`src/rtl/sobel_window_ctrl.sv`:
```
// Raster-scan 3x3 window generator for a Sobel datapath: two rotating line
// buffers plus a shift window, framed by an IDLE/FILL/RUN/DONE controller.
module sobel_window_ctrl #(
  parameter int IMG_W = 64,
  parameter int IMG_H = 64
) (
  input  logic       clk,
  input  logic       rst,
  input  logic       start,
  input  logic       pix_valid,
  input  logic [7:0] pix_data,
  output logic       pix_ready,
  output logic       flag,
  output logic [7:0] el1,
  output logic [7:0] el2,
  output logic [7:0] el3,
  output logic [7:0] el4,
  output logic [7:0] el5,
  output logic [7:0] el6,
  output logic [7:0] el7,
  output logic [7:0] el8,
  output logic [7:0] el9,
  output logic [9:0] win_row,
  output logic [9:0] win_col,
  output logic       busy,
  output logic       done
);

  localparam int        AW       = $clog2(IMG_W);
  localparam logic [9:0] LAST_COL = 10'(IMG_W - 1);
  localparam logic [9:0] LAST_ROW = 10'(IMG_H - 1);

  typedef enum logic [1:0] {IDLE, FILL, RUN, DONE} state_t;

  state_t         state;
  logic [9:0]     row;
  logic [9:0]     col;
  logic           buf_sel;
  logic [7:0]     lbuf0 [IMG_W];
  logic [7:0]     lbuf1 [IMG_W];
  logic [7:0]     t0, t1, m0, m1, b0, b1;
  logic [7:0]     above2;
  logic [7:0]     above1;
  logic [AW-1:0]  addr;
  logic           accept;
  logic           last_col;
  logic           win_ok;

  assign accept   = pix_valid & pix_ready;
  assign addr     = col[AW-1:0];
  assign last_col = (col == LAST_COL);
  assign win_ok   = (row >= 10'd2) && (col >= 10'd2);

  // buf_sel names the buffer holding the older line; its slot is overwritten
  // with the current pixel right after being read, so a wrap just flips roles.
  assign above2 = buf_sel ? lbuf1[addr] : lbuf0[addr];
  assign above1 = buf_sel ? lbuf0[addr] : lbuf1[addr];

  always_ff @(posedge clk) begin
    if (!rst && accept) begin
      if (buf_sel) lbuf1[addr] <= pix_data;
      else         lbuf0[addr] <= pix_data;
    end
  end

  always_ff @(posedge clk) begin
    if (rst) begin
      state     <= IDLE;
      row       <= '0;
      col       <= '0;
      buf_sel   <= 1'b0;
      pix_ready <= 1'b0;
      busy      <= 1'b0;
      done      <= 1'b0;
    end else begin
      done <= 1'b0;
      case (state)
        IDLE: begin
          if (start) begin
            state     <= FILL;
            row       <= '0;
            col       <= '0;
            pix_ready <= 1'b1;
            busy      <= 1'b1;
          end
        end
        FILL, RUN: begin
          if (accept) begin
            col <= last_col ? 10'd0 : col + 10'd1;
            if (last_col) begin
              row     <= row + 10'd1;
              buf_sel <= ~buf_sel;
            end
            if (last_col && row == LAST_ROW) begin
              state     <= DONE;
              pix_ready <= 1'b0;
              busy      <= 1'b0;
              done      <= 1'b1;
            end else if (state == FILL && last_col && row == 10'd1) begin
              state <= RUN;
            end
          end
        end
        DONE:    state <= IDLE;
        default: state <= IDLE;
      endcase
    end
  end

  // Two trailing columns shift on every pixel; the published window only
  // updates when a full 3x3 neighbourhood inside the current line exists.
  always_ff @(posedge clk) begin
    if (rst) begin
      {t0, t1, m0, m1, b0, b1} <= '0;
      {el1, el2, el3, el4, el5, el6, el7, el8, el9} <= '0;
      win_row <= '0;
      win_col <= '0;
      flag    <= 1'b0;
    end else begin
      flag <= 1'b0;
      if (accept) begin
        t0 <= t1;
        t1 <= above2;
        m0 <= m1;
        m1 <= above1;
        b0 <= b1;
        b1 <= pix_data;
        if (win_ok) begin
          flag    <= 1'b1;
          el1     <= t0;
          el2     <= t1;
          el3     <= above2;
          el4     <= m0;
          el5     <= m1;
          el6     <= above1;
          el7     <= b0;
          el8     <= b1;
          el9     <= pix_data;
          win_row <= row - 10'd1;
          win_col <= col - 10'd1;
        end
      end
    end
  end

endmodule

```
`config.mk`:
```
export PLATFORM = sky130hd
export DESIGN_NAME = sobel_window_ctrl
export DESIGN_NICKNAME = d
export VERILOG_FILES = /design/src/rtl/sobel_window_ctrl.sv
export SDC_FILE = /design/constraint.sdc
export NUM_CORES = 1
export LEC_CHECK = 0
export CORE_ASPECT_RATIO = 1.5
export CORE_MARGIN = 2
export CORE_UTILIZATION = 57
export DETAILED_ROUTE_END_ITERATION = 12
export GPL_TIMING_DRIVEN = 0
export PLACE_DENSITY = 0.84
export SLEW_MARGIN = 25
export SYNTH_ARGS = -nofsm -noshare
export SYNTH_HDL_FRONTEND = slang
export SYNTH_SLANG_ARGS = --single-unit
```
`constraint.sdc`:
```
create_clock -name clk -period 5.55 [get_ports clk]
set_clock_uncertainty 0.2 [all_clocks]
set_input_delay 0.8325 -clock clk [delete_from_list [all_inputs] [get_ports clk]]
set_output_delay 0.8325 -clock clk [all_outputs]
set_load 0.02 [all_outputs]
```
==> flow_summary_export.csv, run 1 <==
group,metric,value,unit
clocking,postCtsSetupBuffers,0,
worst_setup_path,cp_data_required_time,5.94,ns
finish,syn_to_final_growth,12.6,%
yosys,synth.area.top_cells,"edfxtp_1 65%, dfxtp_1 7.3%, mux4_2 6.8%",
power,p_leak,0.0163,uW
sta,rsz0062_at_grt,"no",
global_routing,grt.overflow.total,0,
clocking,clk_pin_slew,0.07,ns
finish,nets,3077,
global_routing,grtUsageTotal,38.1,%
die,start_util,57.4,%
sta,worst_pin_slew,1.29,ns
worst_setup_path,critPathArrivalTime,5.48,ns
clocking,clk_latency,0.73,ns
place,place_congestion,1.03,
detailed_routing,drt_wl_total,161000,um
clocking,cts_tree,"yes",
status,status,"finished, violations left",
detailed_routing,via_per_inst,7.14,
yosys,ys_ff_latch,1196,
worst_setup_path,crit_path_end_kind,"flip-flop",
yosys,synthesis.area,47100,um2
finish,final_cell_mix,"1,024 x edfxtp_1, 236 x nand2_1, 221 x nor2_1",
detailed_routing,wl_per_cell,38.5,um
global_routing,grt_pass1_wl,219000,um
sta,setup_violations,0,
detailed_routing,drtAntennaViolNets,0,
detailed_routing,via_count,29900,
die,io_pins,108,
finish,nFillCells,5402,
clocking,clock_sinks,1196,
global_routing,grt_pass1_vias,28500,
finish,layout-drive-gt1-share,14.4,%
sta,slew_viol_final,0,
finish,layout_commonest_cell,"edfxtp_1",
yosys,synthFlopType,"edfxtp_1",
sta,fin_crit,5.09,ns
finish,final_util,64.6,%
yosys,ys_async_sr_fraction,0,%
sta,finalCritPeriodShare,91.8,%
yosys,ys_warn_count,0,
place,place_area,49800,um2
sta,slew_headroom,14.3,%
global_routing,grt_max_degree,97,
die,core-area,82200,um2
clocking,ctsResizeCount,0,
yosys,yosysTopAreaCell,"edfxtp_1",
sta,finalHoldViolations,0,
yosys,synth_edf_count,1024,
die,die_x,239,um
yosys,synth_top_area_share,65.2,%
yosys,synth.avg_cell_area,16.6,um2
sta,fmax,0.196,GHz
worst_setup_path,start_kind,"flip-flop",
yosys,ys_types,75,
global_routing,antenna_found_initial,7,
worst_setup_path,critPathKind,"reg2reg",
clocking,cts_htree_levels,3,
power,finalPower,19200,uW
die,die_h,356,um
min_path,min_path_type,"in2reg",
sta,fin_setup_tns,0,ns
detailed_routing,drtIter0Drc,5188,
clocking,clk_path_buf_depth,3,
yosys,syn_inst,2837,
worst_setup_path,path_max_fanout,10,
yosys,syn_nets,2859,
detailed_routing,drc,2,
place,port_buffers,106,
die,rows,129,
detailed_routing,dr.pass1.iters,12,
yosys,seq_area_frac_synth,72.6,%
clocking,clock-root-buffer,"clkbuf_16",
power,ir_drop,224,uV
finish,finish.instance_area,53100,um2
power,power.density,362,nW/um2
worst_setup_path,reg2reg_slack,0.46,ns
clocking,cts_hold_buffers,0,
status,violations,"DRC",
clocking,cts_buffers,100,
place,dp_hpwl,104000,um
die,die_area,85000,um2
flow_run,cap_violations,0,
## cell usage after synthesis, types with 12 or more instances
master    count
nor3_1       14
mux4_2      142
buf_6        27
a211oi_1     21
a221o_1      16
nand2_1     236
buf_4        19
clkbuf_1     91
inv_1        12
edfxtp_1   1024
o22ai_1      16
xnor2_1      13
a21oi_1     119
nand2b_1     13
mux2i_1     212
nor2_1      225
xor2_1       13
a221oi_1     73
dfxtp_1     172
nand3_1      29
a22oi_1      28
o21ai_0      83
buf_2        28
mux4_1       19
## area by class of cell
class                           count  area, um2  area share, %
Buffer                            188       1220           2.31
Clock inverter                     59        543           1.02
Clock buffer                      127       2750           5.17
Timing Repair Buffer              116       1310           2.46
Inverter                           13       48.8         0.0919
Tap cell                         1048       1310           2.47
Antenna cell                        3       7.51         0.0141
Sequential cell                  1196      34200           64.4
Multi-Input combinational cell   1440      11700           22.1
## state kept, by name, summed over array words and instances, names as in the netlist, 10 cells and up, named ones only
register / cells
col: 10
row: 10
win_row: 10
lbuf0: 512
lbuf1: 512
win_col: 10
## worst paths after layout
path,endpoint,startpoint,cells past startpoint
setup / recovery,el3[0],flip-flop,9
hold / removal,el6[2],rst,2
setup reg to reg,el3[0],flip-flop,9
hold reg to reg,el1[4],t0[4],2
## critical path, cell delays in order (launching register included)
cell	delay, ns
dfxtp_1	0.35
buf_2	0.39
buf_2	0.61
buf_2	0.72
clkbuf_1	0.88
nor3_1	0.17
a22oi_1	0.27
nand4_1	0.35
a221oi_1	0.78
a21oi_1	0.15
## power by group
group | internal (uW) | total (uW) | switching (uW)
combinational | 706 | 2170 | 1460
sequential | 9790 | 9860 | 66.9
clock | 3860 | 7180 | 3320
total | 14400 | 19200 | 4850
## layer usage
metal  share of wire [%]  up-vias  GRT usage, %
met3                  14      863          13.2
met2                  46     3008          59.5
met5               0.037        -             0
li1                    -    11600             -
met4                  11        8          34.9
met1                  29    14500          40.9
## through the flow
step                      hold slack, ns  instances  setup slack, ns
after floorplan                    0.232       2837             2.69
after CTS                          0.134       4187            0.959
after global placement             0.241       3991           -0.231
after global routing               0.155       4188            0.644
final                              0.139       4190            0.455
after detailed placement           0.242       4001            0.802
## cells by family after synthesis
family                   after synthesis  share of synthesized area, %
buffers and inverters                201                          2.68
flip-flops                          1196                          72.6
AND/OR/NAND/NOR                      592                          5.33
XOR/XNOR                              26                         0.483
adder cells (fa/ha/maj)               10                         0.265
multiplexers                         376                          12.4
AO/OA/AOI/OAI                        436                          6.27
No activity file was read; power rests on OpenSTA's default activity.
==> run 2: changes to the inputs <==
--- a/config.mk
+++ b/config.mk
@@ -5,6 +5,7 @@
 export SDC_FILE = /design/constraint.sdc
 export NUM_CORES = 1
 export LEC_CHECK = 0
+export CAP_MARGIN = 20
 export CORE_ASPECT_RATIO = 1.5
 export CORE_MARGIN = 2
 export CORE_UTILIZATION = 57
==> results of run 2 <==
The final DEF is identical to that of run 1; final timing and power are the same.
